[config.mk]
export PLATFORM = sky130hd
export DESIGN_NAME = ifetch_unit
export DESIGN_NICKNAME = d
export VERILOG_FILES = /design/src/rtl/ifetch_unit.sv
export SDC_FILE = /design/constraint.sdc
export NUM_CORES = 1
export LEC_CHECK = 0
export CORE_ASPECT_RATIO = 1.25
export CORE_UTILIZATION = 40
export DETAILED_ROUTE_END_ITERATION = 12
export DONT_BUFFER_PORTS = 1
export HOLD_SLACK_MARGIN = 0.06
export PLACE_DENSITY_LB_ADDON = 0.3
export SYNTH_ARGS = -nofsm -noshare
export SYNTH_HDL_FRONTEND = slang
export SYNTH_SLANG_ARGS = --single-unit
[constraint.sdc]
create_clock -name clk -period 9.8 [get_ports clk]
set_input_delay 2.94 -clock clk [delete_from_list [all_inputs] [get_ports clk]]
set_output_delay 2.94 -clock clk [all_outputs]
set_load 0.02 [all_outputs]
[src/rtl/ifetch_unit.sv]
// Fetch engine: issues imem requests at pc_addr, buffers in-order responses as {pc, inst} for decode.
// Response at cycle N is visible to decode at N+1; requests stop while outstanding + dropping + buffered fills DEPTH.
module ifetch_unit #(
    parameter int ADDR_W = 64,
    parameter int INST_W = 32,
    parameter int DEPTH  = 2
) (
    input  logic              clk,
    input  logic              reset,
    input  logic              fetch_en,
    input  logic [ADDR_W-1:0] pc_addr,
    output logic              pc_enable,
    input  logic              redirect,
    output logic              imem_req_valid,
    output logic [ADDR_W-1:0] imem_req_addr,
    input  logic              imem_req_ready,
    input  logic              imem_resp_valid,
    input  logic [INST_W-1:0] imem_resp_data,
    output logic              inst_valid,
    output logic [ADDR_W-1:0] inst_pc,
    output logic [INST_W-1:0] inst_data,
    input  logic              inst_ready
);

    localparam int PW = $clog2(DEPTH);
    localparam int CW = PW + 1;
    localparam int SW = CW + 2;

    logic [CW-1:0]     outstanding_q, outstanding_d;
    logic [CW-1:0]     drop_cnt_q, drop_cnt_d;
    logic [CW-1:0]     count_q, count_d;
    logic [PW-1:0]     pcq_wr_q, pcq_rd_q, buf_wr_q, buf_rd_q;
    logic [ADDR_W-1:0] pcq_q     [DEPTH];
    logic [ADDR_W-1:0] buf_pc_q  [DEPTH];
    logic [INST_W-1:0] buf_dat_q [DEPTH];

    logic [SW-1:0] credit_sum;
    logic [CW:0]   inflight;
    logic          credit_ok, req_fire, resp_live, resp_drop, inst_pop;

    // Credit uses only registered occupancy so a same-cycle pop never opens a slot.
    assign credit_sum = SW'(outstanding_q) + SW'(drop_cnt_q) + SW'(count_q);
    assign credit_ok  = credit_sum < SW'(DEPTH);
    assign inflight   = (CW+1)'(outstanding_q) + (CW+1)'(drop_cnt_q);

    assign imem_req_valid = ~reset & fetch_en & ~redirect & credit_ok;
    assign imem_req_addr  = pc_addr;
    assign req_fire       = imem_req_valid & imem_req_ready;
    assign pc_enable      = ~reset & (req_fire | redirect);

    assign resp_drop = imem_resp_valid & (drop_cnt_q != '0);
    assign resp_live = imem_resp_valid & (drop_cnt_q == '0) & (outstanding_q != '0);

    assign inst_valid = (count_q != '0);
    assign inst_pc    = buf_pc_q[buf_rd_q];
    assign inst_data  = buf_dat_q[buf_rd_q];
    assign inst_pop   = inst_valid & inst_ready;

    always_comb begin
        outstanding_d = outstanding_q;
        drop_cnt_d    = drop_cnt_q;
        count_d       = count_q;
        if (redirect) begin
            // Everything still in flight becomes a response to discard; one arriving now is already gone.
            outstanding_d = '0;
            count_d       = '0;
            if (imem_resp_valid && inflight != '0)
                drop_cnt_d = CW'(inflight - (CW+1)'(1));
            else
                drop_cnt_d = CW'(inflight);
        end else begin
            outstanding_d = outstanding_q + CW'(req_fire) - CW'(resp_live);
            count_d       = count_q + CW'(resp_live) - CW'(inst_pop);
            if (resp_drop)
                drop_cnt_d = drop_cnt_q - CW'(1);
        end
    end

    always_ff @(posedge clk) begin
        if (reset) begin
            outstanding_q <= '0;
            drop_cnt_q    <= '0;
            count_q       <= '0;
            pcq_wr_q      <= '0;
            pcq_rd_q      <= '0;
            buf_wr_q      <= '0;
            buf_rd_q      <= '0;
            for (int i = 0; i < DEPTH; i++) begin
                pcq_q[i]     <= '0;
                buf_pc_q[i]  <= '0;
                buf_dat_q[i] <= '0;
            end
        end else begin
            outstanding_q <= outstanding_d;
            drop_cnt_q    <= drop_cnt_d;
            count_q       <= count_d;
            if (redirect) begin
                pcq_wr_q <= '0;
                pcq_rd_q <= '0;
                buf_wr_q <= '0;
                buf_rd_q <= '0;
            end else begin
                if (req_fire) begin
                    pcq_q[pcq_wr_q] <= pc_addr;
                    pcq_wr_q        <= pcq_wr_q + PW'(1);
                end
                if (resp_live) begin
                    buf_pc_q[buf_wr_q]  <= pcq_q[pcq_rd_q];
                    buf_dat_q[buf_wr_q] <= imem_resp_data;
                    pcq_rd_q            <= pcq_rd_q + PW'(1);
                    buf_wr_q            <= buf_wr_q + PW'(1);
                end
                if (inst_pop)
                    buf_rd_q <= buf_rd_q + PW'(1);
            end
        end
    end

endmodule

# [Word-level counts from Yosys, hierarchy flattened]
# Memory sizes are Yosys's and may differ from the RTL's. A register that Yosys moved wholly into a read port is not among the register bits.
# Cells that the tools add are included.
[totals] regBits=10 mem_count=3 ram_bits=320 out_inout_bits=163 word_cells=75
[op_classes] order_cmp=1 n_reduce_logical=11 bitwise=12 mux=28 add_sub_neg=13
[memory_table] memory="buf_pc_q" depth=2 width=64 read_ports=1 rd_ports_with_merged_regs=1 wr=2 line_no="34" rtl="logic [ADDR_W-1:0] buf_pc_q [DEPTH];"
[memory_table] memory="pcq_q" depth=2 width=64 read_ports=1 rd_ports_with_merged_regs=1 wr=2 line_no="33" rtl="logic [ADDR_W-1:0] pcq_q [DEPTH];"
[memory_table] memory="buf_dat_q" depth=2 width=32 read_ports=1 rd_ports_with_merged_regs=1 wr=2 line_no="35" rtl="logic [INST_W-1:0] buf_dat_q [DEPTH];"
[ops] operator="2-to-1 mux 64 bit" n=2
[ops] operator="OR reduction 64 bit" n=2
[ops] operator="2-to-1 mux 32 bit" n=1
[ops] operator="OR reduction 32 bit" n=1
[ops] operator="2-to-1 mux 1 bit" n=22
[ops] operator="bitwise AND 1 bit" n=9
[ops] operator="nonzero test 2 bit" n=4
[ops] operator="adder 2 x 2 -> 3 bit" n=2
[ops] operator="2-to-1 mux 2 bit" n=3
[ops] operator="adder 1 bit (second input constant)" n=4
[ops] operator="adder 2 x 1 -> 2 bit" n=2
[ops] operator="adder 3 x 2 -> 4 bit" n=1
[ops] operator="< comparator 4 x 2 -> 1 bit (second input constant)" n=1
[ops] operator="subtractor 2 x 1 -> 2 bit" n=2
[ops] operator="subtractor 2 x 1 -> 2 bit (second input constant)" n=2
[ops] operator="nonzero test 3 bit" n=1
[ops] operator="logical NOT 2 bit" n=1
[ops] operator="NOT 1 bit" n=2
[ops] operator="OR reduction 2 bit" n=1
[ops] operator="logical AND 1 bit" n=1
[ops] operator="OR 1 bit" n=1

# [Logic depth before layout (Yosys ltp)]
# Gate-level depths: netlist (run 1).
[logic_depth] depth_word=11 depth_mapped=12 mapped_depth_nobuf=12

# [Worst setup path before layout (run 1)]
# OpenSTA, ideal clock, no wires.
[synth_path] path_kind="in2reg" startpoint="input redirect" endpoint="memory buf_dat_q[0][0] (enable)" arrival_time_ns=8.024 path_slack_ns=1.205 stages=4 setup_ns=0.570 path_buffers=2 cell_sequence="or3_1 buf_2 buf_2 o21bai_1"
[synth_rtl] item="start: declaration" line_no="13" rtl="input logic redirect,"
[synth_rtl] item="end: declaration" line_no="35"

# [Worst setup path in the final report (run 1)]
[layout_path] startpoint="input fetch_en" endpoint="output pc_enable"
[layout_between] elab_chain_len=6
[layout_rtl] item="start: declaration" line_no="10" rtl="input logic fetch_en,"
[layout_rtl] item="bitwise AND 1 bit (3 in a row)" line_no="46" rtl="assign imem_req_valid = ~reset & fetch_en & ~redirect & credit_ok;"
[layout_rtl] item="bitwise AND 1 bit" line_no="48" rtl="assign req_fire = imem_req_valid & imem_req_ready;"
[layout_rtl] item="OR 1 bit" line_no="49" rtl="assign pc_enable = ~reset & (req_fire | redirect);"
[layout_rtl] item="bitwise AND 1 bit" line_no="49"
[layout_rtl] item="end: declaration" line_no="12" rtl="output logic pc_enable,"
# No other way between the ends.

==> summary.md, run 1 <==
| Metric | Value |
|---|---|
| Die area | 0.0381 mm² |
| Remaining antenna violation count | 0 |
| Worst slew margin | 18.1% |
| Root buf cell | clkbuf_16 |
| Req. time, crit path | 6.86 ns |
| Clock Path Buffers | 3 |
| Share of layout cells above drive strength 1 | 22.6% |
| Post-synthesis register bit count | 332 |
| Max Slew Vio Count | 0 |
| Most frequent cells in the layout | 320 x edfxtp_1, 202 x nor2_1, 160 x mux2_2 |
| IO Pins | 266 |
| IO Port Bufs | 0 |
| Mapped Avg Cell Area | 13.4 µm² |
| RD Place Congestion | 0.721 |
| Worst Path Arrival | 4.12 ns |
| Dpl hpwl | 17600 µm |
| Worst-Margin Slew | 1.23 ns |
| P_sw | 0.646 mW |
| First-pass GRT wire length | 46200 µm |
| CTS Sinks | 332 |
| Outcome | complete, no violations |
| H-tree levels | 2 |
| Fillcell total | 3316 |
| Die width | 175 µm |
| Sequential fraction of the synthesis area | 66.0% |
| Post-Place Cells | 1472 |
| Clock slew at reported path FFs | 0.06 ns |
| CTS Hold Buffers Added | 0 |
| Critical setup path kind | in2out |
| Tcrit/Tclk final | 72.0% |
| Minimum clock period | 7.06 ns |
| Nets@finish | 1143 |
| CP Capture Type | output pin |
| Synth-to-layout area growth | 7.32% |
| Yosys top cell area share | 64.4% |
| Number of remaining DRC errors | 0 |
| CP max FO | 5 |
| Max Cap Violations | 0 |
| Fin cells | 1536 |
| Die Y | 218 µm |
| Clock power frac | 44.0% |
| Vias/cell | 5.00 |
| Gate power share | 4.2% |
| Final setup viols | 0 |
| Post-Synthesis Cells | 1111 |
| PD cells | 195 mW/mm² |
| Row count | 78 |
| Final Core Density | 43.9% |
| Worst Skew | 0.0146 ns |
| Via count | 7674 |
| Leading area contributor after synthesis | edfxtp_1 |
| Syn nets | 1224 |
| F_max | 142 MHz |
| Min-delay worst type | reg2reg |
| Reg power frac | 51.8% |
| Lkg Pwr | 5.55 nW |
| Routed wire per std cell | 19.9 µm |
| CTS tree | done |
| Switching Fraction | 20.7% |
| Cell variety after synth | 38 |
| Crit start category | input port |
| Initial Util | 40.9% |
| Initial antenna violation count | 1 |
| CTS resizes | 0 |
| Vias in the first global route | 7779 |
| RSZ-0062 raised after global routing | false |
| Total gr overflow | 0 |
| Peak supply drop | 0.000169 V |
| Synth area leaders | edfxtp_1 64%, mux2_2 12%, and2_1 5.4%, nor2_1 5.1%, buf_4 3.4% |
| Synth warn | 0 |
| Placed Area | 0.0148 mm² |
| CTS Buf Count | 36 |
| Total track usage | 16.0% |
| Post-Layout Inst Area | 0.0160 mm² |
| Postcts setup bufs | 0 |
| Antenna cell count | 0 |
| DRT iter0 DRCs | 361 |
| Clk_lat worst skew | 0.52 ns |
| Largest net degree at the start of global routing | 97 |
| Mapped Area | 0.0149 mm² |
| 1st-pass router iterations | 4 |
| Core area | 0.0365 mm² |
| Commonest non-fill, non-tap cell in the layout | edfxtp_1 |
| Setup TNS | 0 ns |
| Final wirelength | 30500 µm |
| Hold Vio Cnt, Final | 0 |
| P_int | 2.48 mW |
## state kept, by name, indices dropped and copies added (netlist names), 2 cells and up, named ones only
signal         cells
buf_pc_q         128
pcq_q            128
buf_dat_q         64
count_q            2
drop_cnt_q         2
outstanding_q      2
## power groups by stage
stage	Clock [mW]	Combinational, mW	Sequential, mW
2_1_floorplan	0	0.140	1.65
3_3_place_gp	0	0.134	1.65
3_5_place_dp	0	0.135	1.65
4_1_cts	1.41	0.136	1.62
5_1_grt	1.46	0.145	1.62
6_report	1.38	0.132	1.62
## worst paths after layout
kind                                              endpoint  cells past startpoint  slack [ns]                         from
worst max register to register  pcq_q[0][56]$_SDFFCE_PN0P_                      7        6.45  outstanding_q[1]$_SDFF_PP0_
worst min-delay path                 buf_rd_q$_SDFFE_PP0P_                      2        0.51        buf_rd_q$_SDFFE_PP0P_
worst max-delay path                             pc_enable                      3        2.74                     fetch_en
worst min register to register       buf_rd_q$_SDFFE_PP0P_                      2        0.51        buf_rd_q$_SDFFE_PP0P_
## cells in the mapped netlist (all sizes together)
| library cell | instances |
|---|---|
| nand4bb | 1 |
| and3b | 1 |
| nand2b | 2 |
| dfxtp | 12 |
| mux2 | 160 |
| edfxtp | 320 |
| and4bb | 1 |
| a21o | 1 |
| o211ai | 2 |
| ha | 8 |
| or2 | 4 |
| o21ai | 1 |
| nand2 | 98 |
| clkbuf | 24 |
| a211o | 1 |
| fa | 2 |
| nor4 | 1 |
| nand4 | 1 |
| inv | 12 |
| nor2 | 202 |
| and2 | 130 |
| o21bai | 2 |
| a2111oi | 1 |
| xnor2 | 7 |
| nor3 | 1 |
| a211oi | 2 |
| a21oi | 1 |
| or3 | 4 |
| nor3b | 1 |
| and3 | 2 |
| buf | 105 |
| o21a | 1 |
## stage by stage
step	total power [mW]	hold slack (ns)	setup slack [ns]
finish	3.13	0.513	2.74
global route	3.23	0.546	2.69
detailed placement	1.79	0.503	2.70
global placement	1.78	0.502	2.73
floorplan	1.79	0.481	1.21
CTS	3.17	0.521	2.70
## routing by layer
layer / wire length [µm] / vias up / global-route usage [%]
met2: 15100 / 219 / 27.2
met1: 12800 / 3818 / 19.9
met3: 2120 / 36 / 4.15
met4: 588 / 0 / 4.70
met5: 0 / - / 0
li1: - / 3601 / -
## worst max-delay path, stage by stage
cell and delay [ns]:
nand4bb_1 0.31, or3_4 0.48, a21oi_2 0.38
## logic make-up (layout without fill, tap and decap cells)
| kind of cell | after synthesis | count (layout) | synth area share, % |
|---|---|---|---|
| buffers and inverters | 141 | 86 | 5.88 |
| adders and majority gates | 10 | 10 | 0.939 |
| DFF | 332 | 332 | 66.0 |
| AOI/OAI and AO/OA | 12 | 12 | 0.637 |
| and+or+nand+nor | 449 | 449 | 14.1 |
| muxes | 160 | 160 | 12.1 |
| xor gates and xnor gates | 7 | 7 | 0.411 |
## cell type report
cell class                      count  area (µm²)  area share, %
Inverter                           12        46.3          0.289
Clock inverter                     16         216           1.35
Timing Repair Buffer               10        75.1          0.469
Multi-Input combinational cell    638        4240           26.5
Tap cell                          480         601           3.75
Clock buffer                       48         977           6.10
Sequential cell                   332        9860           61.5
No activity file was read; power rests on OpenSTA's default activity.
==> run 2, diff against run 1 <==
- clock period: 9.8 -> 6.5 ns (I/O delays scaled with it)
==> run 2 against run 1 <==
Clock power increased by 39%; via count is 0.14% lower; sequential share of layout area increased by 0.26 points; critical path depth increased by 4; sequential power up 51%; largest power group unchanged; flip-flop and latch count unchanged; critical endpoint unchanged; cell count is the same; register-to-register slack worse by 3.9 ns.
==> summary.md, run 2 (synthesis results as in run 1) <==
| Metric | Value |
|---|---|
| Most frequent cells in the layout | 320 x edfxtp_1, 202 x nor2_1, 160 x mux2_2 (unchanged) |
| CTS Sinks | 332 (unchanged) |
| Critical setup path kind | reg2out (was in2out) |
| Core area | 0.0365 mm² (unchanged) |
| Minimum clock period | 5.13 ns |
| Nets@finish | 1143 (unchanged) |
| 1st-pass router iterations | 4 (unchanged) |
| P_int | 3.63 mW (was 2.48 mW) |
| Die area | 0.0381 mm² (unchanged) |
| DRT iter0 DRCs | 402 (was 361) |
| Largest net degree at the start of global routing | 70 (was 97) |
| Setup TNS | 0 ns (unchanged) |
| RD Place Congestion | 0.743 (was 0.721) |
| Share of layout cells above drive strength 1 | 22.1% (was 22.6%) |
| Postcts setup bufs | 0 (unchanged) |
| Routed wire per std cell | 19.9 µm (about the same) |
| Gate power share | 4.3% (was 4.2%) |
| Clock Path Buffers | 3 (unchanged) |
| Final wirelength | 30600 µm (was 30500 µm) |
| Outcome | complete, no violations (unchanged) |
| Hold Vio Cnt, Final | 0 (unchanged) |
| PD cells | 286 mW/mm² (was 195 mW/mm²) |
| CTS tree | done (unchanged) |
| Worst Skew | 0.0130 ns (was 0.0146 ns) |
| Max Slew Vio Count | 0 (unchanged) |
| Final Core Density | 43.7% (was 43.9%) |
| Tcrit/Tclk final | 78.9% |
| CP max stage delay | 0.54 ns (was 0.48 ns) |
| Row count | 78 (unchanged) |
| Total gr overflow | 0 (unchanged) |
| Number of remaining DRC errors | 0 (unchanged) |
| Remaining antenna violation count | 0 (unchanged) |
| Via count | 7663 (was 7674) |
| Vias in the first global route | 8028 (was 7779) |
| Critical path's most frequent cell | inv_1 |
| Max Cap Violations | 0 (unchanged) |
| Lkg Pwr | 5.51 nW (was 5.55 nW) |
| P_sw | 0.934 mW (was 0.646 mW) |
| Fin Hold WS | 0.514 ns (was 0.513 ns) |
| Peak supply drop | 0.000182 V (was 0.000169 V) |
| IO Port Bufs | 0 (unchanged) |
| Vias/cell | 4.99 (was 5.00) |
| CTS resizes | 0 (unchanged) |
| Die Y | 218 µm (unchanged) |
| Root buf cell | clkbuf_16 (unchanged) |
| CP Capture Type | output pin (unchanged) |
| Total track usage | 16.3% (was 16.0%) |
| Clk_lat worst skew | 0.51 ns (was 0.52 ns) |
| Worst-Margin Slew | 1.04 ns (was 1.23 ns) |
| Worst slew margin | 30.5% (was 18.1%) |
| CTS Buf Count | 35 (was 36) |
| Min-delay worst type | reg2reg (unchanged) |
| Fin cells | 1536 (unchanged) |
| Cells along the critical path | inv_1 > fa_1 > inv_1 > ha_1 > nand4bb_1 > or3_4 > a21oi_2 (was nand4bb_1 > or3_4 > a21oi_2) |
| Req. time, crit path | 4.55 ns (was 6.86 ns) |
| Initial antenna violation count | 2 (was 1) |
| Clock slew at reported path FFs | 0.06 ns (about the same) |
| CTS Hold Buffers Added | 0 (unchanged) |
| Clock power frac | 42.2% (was 44.0%) |
| RSZ-0062 raised after global routing | false (unchanged) |
| CP max FO | 5 (unchanged) |
| Reg power frac | 53.5% (was 51.8%) |
| IO Pins | 266 (unchanged) |
| H-tree levels | 2 (unchanged) |
| Cell at the slowest stage of the critical path | fa_1 (was or3_4) |
| Post-Place Cells | 1473 (was 1472) |
| Synth-to-layout area growth | 6.87% (was 7.32%) |
| Final setup viols | 0 (unchanged) |
| Switching Fraction | 20.5% (was 20.7%) |
| Crit start category | register (was input port) |
| Top flop regs | buf_pc_q x128, pcq_q x128, buf_dat_q x64 (unchanged) |
| Commonest non-fill, non-tap cell in the layout | edfxtp_1 (unchanged) |
| Initial Util | 40.9% (unchanged) |
| Worst Path Arrival | 3.18 ns (was 4.12 ns) |
| Die width | 175 µm (unchanged) |
| First-pass GRT wire length | 46800 µm (was 46200 µm) |
| F_max | 195 MHz |
| Dpl hpwl | 17000 µm (was 17600 µm) |
## run 2: worst max-delay path: cells and delay by family, from the launching register on
| kind | cells | cell delay (ns) |
|---|---|---|
| and+or+nand+nor | 2 | 0.88 |
| adders and majority gates | 2 | 0.81 |
| AOI/OAI and AO/OA | 1 | 0.43 |
| DFF | 1 | 0.38 |
| buffers and inverters | 2 | 0.15 |
## run 2: final cells by class
type,instances,area [µm²]
clock buffer,43,948
multi-input combinational,638,4240
fill,3289,20500
tap,480,601
clock inverter,16,148
timing repair buffer,11,95.1
sequential,332,9860
antenna,4,10.0
inverter,12,47.5
## run 2: power by group through the flow
stage	sequential, mW	combinational [mW]	clock [mW]
detailed placement	2.49	0.203	0
floorplan	2.48	0.211	0
global placement	2.48	0.202	0
global route	2.45	0.217	2.06
CTS	2.44	0.204	1.98
finish	2.44	0.198	1.92
## run 2: worst paths after layout
check	end	cells past startpoint	from	slack [ns]
worst max-delay path	pc_enable	7	outstanding_q[1]$_SDFF_PP0_	1.37
worst min-delay path	pcq_rd_q$_SDFFE_PP0P_	2	pcq_rd_q$_SDFFE_PP0P_	0.51
worst max register to register	pcq_q[1][54]$_SDFFCE_PN0P_	8	outstanding_q[1]$_SDFF_PP0_	2.55
worst min register to register	pcq_rd_q$_SDFFE_PP0P_	2	pcq_rd_q$_SDFFE_PP0P_	0.51
## run 2: stage by stage
step	area, µm²	setup slack, ns	power, mW
2_1_floorplan	14900	0.951	2.70
4_1_cts	15900	1.31	4.63
5_1_grt	16000	1.22	4.73
6_report	16000	1.37	4.56
3_3_place_gp	14800	1.39	2.68
3_5_place_dp	14800	1.36	2.69
## run 2: metal layers
| layer | wire (µm) | vias to the layer above | GRT usage (%) |
|---|---|---|---|
| met2 | 15500 | 219 | 29.0 |
| met1 | 12300 | 3794 | 18.9 |
| met3 | 2110 | 47 | 3.91 |
| li1 | - | 3603 | - |
| met4 | 791 | 0 | 5.80 |
| met5 | 0 | - | 0 |
